### src/rtl/iso_proj_pkg.sv
// Shared types and defaults for the isometric projection pipeline.
package iso_proj_pkg;

  typedef enum logic [1:0] {
    MODE_ISO        = 2'd0,
    MODE_TOP        = 2'd1,
    MODE_FRONT      = 2'd2,
    MODE_ISO_MIRROR = 2'd3
  } mode_t;

  localparam logic [1:0] CFG_K    = 2'd0;
  localparam logic [1:0] CFG_XOFF = 2'd1;
  localparam logic [1:0] CFG_YOFF = 2'd2;

  localparam int K_DEFAULT = 362;  // ~0.3535 in Q.10
  localparam int FRAC      = 10;

endpackage

### src/rtl/iso_sat.sv
// Signed saturator: clamps an IW-bit value into OW bits and flags clamping.
module iso_sat #(
  parameter int IW = 12,
  parameter int OW = 10
) (
  input  logic signed [IW-1:0] a,
  output logic signed [OW-1:0] y,
  output logic                 sat
);

  localparam logic signed [IW-1:0] MAXV = IW'((1 << (OW - 1)) - 1);
  localparam logic signed [IW-1:0] MINV = IW'(-(1 << (OW - 1)));

  // NOTE: every output gets a default first so no path can infer a latch.
  always_comb begin
    sat = 1'b1;
    y   = MAXV[OW-1:0];
    if (a > MAXV) begin
      y = MAXV[OW-1:0];
    end else if (a < MINV) begin
      y = MINV[OW-1:0];
    end else begin
      sat = 1'b0;
      y   = a[OW-1:0];
    end
  end

endmodule

### src/rtl/iso_proj_pipe.sv
// Three-stage 3D-to-2D vertex projector with valid/ready flow control,
// programmable depth coefficient and screen offsets.
module iso_proj_pipe
  import iso_proj_pkg::*;
#(
  parameter int W         = 10,
  parameter int KW        = 11,
  parameter int FRAC      = iso_proj_pkg::FRAC,
  parameter int K_DEFAULT = iso_proj_pkg::K_DEFAULT,
  parameter int CNT_W     = 16
) (
  input  logic             clk_i,
  input  logic             rst_ni,
  input  logic             in_valid_i,
  output logic             in_ready_o,
  input  logic [W-1:0]     x_i,
  input  logic [W-1:0]     y_i,
  input  logic [W-1:0]     z_i,
  input  logic [1:0]       mode_i,
  input  logic             cfg_we_i,
  input  logic [1:0]       cfg_addr_i,
  input  logic [15:0]      cfg_wdata_i,
  output logic             out_valid_o,
  input  logic             out_ready_i,
  output logic [W-1:0]     x_o,
  output logic [W-1:0]     y_o,
  output logic             clip_o,
  output logic [CNT_W-1:0] vtx_cnt_o
);

  logic signed [KW-1:0] k_q;
  logic signed [W-1:0]  xoff_q, yoff_q;

  logic                 v1, v2;
  logic signed [W-1:0]  x1, y1, z1, xo1, yo1;
  logic signed [KW-1:0] k1;
  mode_t                m1;
  logic signed [W+1:0]  xs2, ys2;

  logic signed [W+KW-1:0] p;
  logic signed [W:0]      t;
  logic signed [W+1:0]    xe, ye, ze, te, xoe, yoe, xs_n, ys_n;
  logic signed [W-1:0]    xsat, ysat;
  logic                   xclip, yclip;

  logic stall;
  assign stall      = out_valid_o & ~out_ready_i;
  assign in_ready_o = ~stall;

  // Depth term: y*K then arithmetic shift (floors toward -inf).
  assign p   = (W+KW)'(y1) * (W+KW)'(k1);
  assign t   = (W+1)'(p >>> FRAC);
  assign xe  = (W+2)'(x1);
  assign ye  = (W+2)'(y1);
  assign ze  = (W+2)'(z1);
  assign te  = (W+2)'(t);
  assign xoe = (W+2)'(xo1);
  assign yoe = (W+2)'(yo1);

  always_comb begin
    xs_n = xe + xoe;
    ys_n = ze + yoe;
    case (m1)
      MODE_ISO: begin
        xs_n = xe + te + xoe;
        ys_n = ze - te + yoe;
      end
      MODE_ISO_MIRROR: begin
        xs_n = xe - te + xoe;
        ys_n = ze - te + yoe;
      end
      MODE_TOP: begin
        xs_n = xe + xoe;
        ys_n = ye + yoe;
      end
      default: begin
        xs_n = xe + xoe;
        ys_n = ze + yoe;
      end
    endcase
  end

  iso_sat #(.IW(W + 2), .OW(W)) u_sat_x (.a(xs2), .y(xsat), .sat(xclip));
  iso_sat #(.IW(W + 2), .OW(W)) u_sat_y (.a(ys2), .y(ysat), .sat(yclip));

  always_ff @(posedge clk_i) begin
    // NOTE: datapath registers are reset too, so the outputs read 0 after reset.
    if (!rst_ni) begin
      k_q         <= KW'(K_DEFAULT);
      xoff_q      <= '0;
      yoff_q      <= '0;
      v1          <= 1'b0;
      v2          <= 1'b0;
      x1          <= '0;
      y1          <= '0;
      z1          <= '0;
      xo1         <= '0;
      yo1         <= '0;
      k1          <= '0;
      m1          <= MODE_ISO;
      xs2         <= '0;
      ys2         <= '0;
      out_valid_o <= 1'b0;
      x_o         <= '0;
      y_o         <= '0;
      clip_o      <= 1'b0;
      vtx_cnt_o   <= '0;
    end else begin
      if (cfg_we_i) begin
        case (cfg_addr_i)
          CFG_K:    k_q    <= cfg_wdata_i[KW-1:0];
          CFG_XOFF: xoff_q <= cfg_wdata_i[W-1:0];
          CFG_YOFF: yoff_q <= cfg_wdata_i[W-1:0];
          default:  ;
        endcase
      end
      // The whole pipe freezes on stall; config snapshots travel with the vertex.
      if (!stall) begin
        v1  <= in_valid_i;
        x1  <= x_i;
        y1  <= y_i;
        z1  <= z_i;
        m1  <= mode_t'(mode_i);
        k1  <= k_q;
        xo1 <= xoff_q;
        yo1 <= yoff_q;
        v2  <= v1;
        xs2 <= xs_n;
        ys2 <= ys_n;
        out_valid_o <= v2;
        if (v2) begin
          x_o    <= xsat;
          y_o    <= ysat;
          clip_o <= xclip | yclip;
        end
      end
      if (out_valid_o && out_ready_i) vtx_cnt_o <= vtx_cnt_o + 1'b1;
    end
  end

endmodule

### config.mk
export PLATFORM = sky130hd
export DESIGN_NAME = iso_proj_pipe
export DESIGN_NICKNAME = d
export VERILOG_FILES = /design/src/rtl/iso_proj_pkg.sv /design/src/rtl/iso_sat.sv /design/src/rtl/iso_proj_pipe.sv
export SDC_FILE = /design/constraint.sdc
export NUM_CORES = 1
export LEC_CHECK = 0
export BUFFER_PORTS_ARGS = -buffer_cell sky130_fd_sc_hd__buf_2
export CORE_MARGIN = 2
export CORE_UTILIZATION = 46
export DETAILED_ROUTE_END_ITERATION = 8
export PLACE_DENSITY = 0.7
export SLEW_MARGIN = 20
export SYNTH_ARGS = -nofsm -noshare
export SYNTH_HDL_FRONTEND = slang
export SYNTH_HIERARCHICAL = 1
export SYNTH_SLANG_ARGS = --single-unit
### constraint.sdc
create_clock -name clk_i -period 16.1 [get_ports clk_i]
set_input_delay 2.415 -clock clk_i [delete_from_list [all_inputs] [get_ports clk_i]]
set_output_delay 2.415 -clock clk_i [all_outputs]
set_load 0.01 [all_outputs]
==> flow_metrics.tcl <==
set metrics [dict create \
    rrSetupSlack_ns 7.58 \
    syn-cell-area_sq_mm 0.0139 \
    synth.distinct_cells 67 \
    drive_gt1_share_pct 8.68 \
    hpwl_microns 26800 \
    r2r_cells 26 \
    cp-startpoint "y1[1]" \
    p_total_mw 1.49 \
    synth-simple-area-share_pct 15.8 \
    nets 2010 \
    vias_per_cell 5.49 \
    detailed_place.area_sq_mm 0.0145 \
    routed_wl_microns 35100 \
    drc 0 \
    required_ns 16.40 \
    finalCriticalPeriod_ns 8.52 \
    async_reset_ff_share_pct 0 \
    cts-resized-gates 0 \
    dr_total_vias 11600 \
    std_cell_rows 63 \
    drtIter0Drc 778 \
    slew_headroom_pct 38.1 \
    fin_crit_sh_pct 52.9 \
    antenna_found_initial 0 \
    cp_slowest_cell "dfxtp_1" \
    arrival_ns 8.82 \
    grt_pass1_vias 11300 \
    fmax_mhz 117 \
    synthXorXnorAreaFrac_pct 5.34 \
    synth-adder-area-share_pct 29.8 \
    cp-start-kind "flip-flop" \
    design_area_sq_mm 0.0151 \
    skew_ns 0.0101 \
    status "finished clean" \
    synth_area_leaders "dfxtp_1 (23%), fa_1 (19%), ha_1 (11%), nand2_1 (7.5%), inv_1 (5.5%)" \
    clk_latency_ns 0.44 \
    finalHoldViolCount 0 \
    hold_depth 2 \
    worst_r2r_endpoint "ys2[10]" \
    track_usage_pct 23.0 \
    htree_levels 4 \
    synth-seq-area-share_pct 22.7 \
    synth_edf_count 0 \
    diodes 0 \
    finalSetupViolCount 0 \
    p_per_area_mw_per_mm2 98.4 \
    rsz0062_at_grt "false" \
    crit_path_max_fanout 14 \
    synth_cells 1675 \
    cts_max_path_buffers 2 \
    critPathBufInv 3 \
    design.core.area_sq_mm 0.0297 \
    synth_top_area_share_pct 22.7 \
    grt_pass1_wl_microns 57300 \
    holdCritStartpoint "y_o[3]" \
    ant_nets 0 \
    firstDrtPassIters 7 \
    gp_congestion 0.935 \
    slew_violations 0 \
    chipWidth_microns 178 \
    yosys_most_used_dff "dfxtp_1" \
    whs_ns 0.454 \
    synth_top_family_by_area "adder cells" \
    vdd_drop_max_mv 0.0844 \
    final_common_cell "nand2_1" \
    syn_nets 1982 \
    end_kind "flip-flop" \
    io_pins 94 \
    path_delay_family "adder cells" \
    critical-path-max-stage-delay_ns 0.76 \
    grt_overflow_total 0 \
    fin_tns_setup_ns 0 \
    synth_compound_area_share_pct 16.6 \
    crit-reg2reg-launch "y1[1]" \
    wl_per_cell_microns 16.6 \
    grt_max_degree 89 \
    p_leak_nw 7.32 \
    critical_path_class "reg -> reg" \
    crit_top_cell "fa_1" \
    mostFrequentLayoutCells "nand2_1 (280), inv_1 (202), dfxtp_1 (158), a21oi_1 (136), fa_1 (133)" \
    syn_area_per_cell_sq_um 8.32 \
    holdPathEnd "y_o[3]" \
    syn_to_final_growth_pct 8.76 \
    fin_util_pct 51.0 \
    tightest_slew_ns 0.928 \
    io_buffers 88 \
    cap_violations 0 \
    synthMuxAreaShare_pct 1.65 \
    cts.clk_slew.worst_paths_ns 0.07 \
    cts_tree "yes" \
    clock-root-buffer "clkbuf_16" \
    die_area_sq_mm 0.0317 \
    cts_sinks 158 \
    yosys_warnings 6 \
    ys_ff_latch 158 \
    yosys.area.top_type "dfxtp_1" \
    cts_made_buffers 17 \
    start_util_pct 46.9 \
    die_h_microns 178 \
    hp-class "reg -> reg" \
    ctsHoldBuffers 0 \
    post-cts-setup-buffer-count 0 \
]
## synthesized netlist by cell type, types with 3 or more instances
cell,instances
nand2_1,280
inv_1,204
dfxtp_1,158
a21oi_1,136
fa_1,133
ha_1,119
nor2_1,102
clkbuf_1,67
o21ai_0,53
xnor2_1,50
and2_1,44
xor2_1,33
a211oi_1,26
a21o_1,25
mux2i_1,23
o22ai_1,20
a21boi_1,18
nand3_1,17
nor3_1,15
a221oi_1,12
o21a_1,11
nand2b_1,10
and3_1,8
buf_1,7
nor2b_1,6
buf_6,5
nand3b_1,5
o211ai_1,5
o21bai_1,5
a22oi_1,4
a31oi_1,4
buf_2,4
nand4_1,4
a211o_1,3
a21boi_0,3
a31o_2,3
inv_2,3
o22a_1,3
or2_2,3
or3_1,3
## stage by stage
| step | setup WS (ns) | std cells |
|---|---|---|
| 3_5_place_dp | 7.68 | 2074 |
| 5_1_grt | 7.16 | 2106 |
| 2_1_floorplan | 8.89 | 1675 |
| 3_3_place_gp | 7.82 | 2074 |
| 6_report | 7.58 | 2106 |
| 4_1_cts | 7.64 | 2106 |
## power by group
group / total (mW) / switching, mW / internal (mW) / leakage, nW
clock: 0.421 / 0.187 / 0.234 / 0.291
combinational: 0.608 / 0.351 / 0.257 / 5.73
sequential: 0.462 / 0.0431 / 0.419 / 1.29
## worst min-delay path, cell delays in order (launching register included)
cell and delay, ns:
dfxtp_1 0.31, nand2_1 0.05, a21oi_1 0.05
## cell families after synthesis
group | count (synthesis)
AOI/OAI and AO/OA | 361
xor gates and xnor gates | 84
adders and majority gates | 252
buffers and inverters | 290
DFF | 158
muxes | 23
and+or+nand+nor | 507
## final cells by class
| type | instances | area (sq um) |
|---|---|---|
| Clock inverter | 15 | 175 |
| Inverter | 207 | 779 |
| Clock buffer | 17 | 425 |
| Tap cell | 390 | 488 |
| Sequential cell | 158 | 3160 |
| Timing Repair Buffer | 92 | 470 |
| Multi-Input combinational cell | 1227 | 9650 |
| Fill cell | 2762 | 14600 |
## worst max-delay path by stage
stage | endpoint | cells past startpoint
after global placement | ys2[10] | 26
after detailed placement | ys2[10] | 26
final | ys2[10] | 26
after CTS | ys2[10] | 26
after floorplan | xs2[10] | 28
after global routing | ys2[10] | 26
## metal layers
layer	GRT usage [%]	wire length, microns	vias up
li1	-	-	5550
met1	30.8	15500	5610
met2	37.7	16600	318
met3	3.47	1870	75
met4	8.33	1100	0
met5	0	0	-
## state kept, by name, indices dropped and copies added (netlist names), 11 cells and up
signal     flops
ys2           12
k_q           11
k1            11
vtx_cnt_o     16
xs2           12
Power figures use the tool's default switching activity.
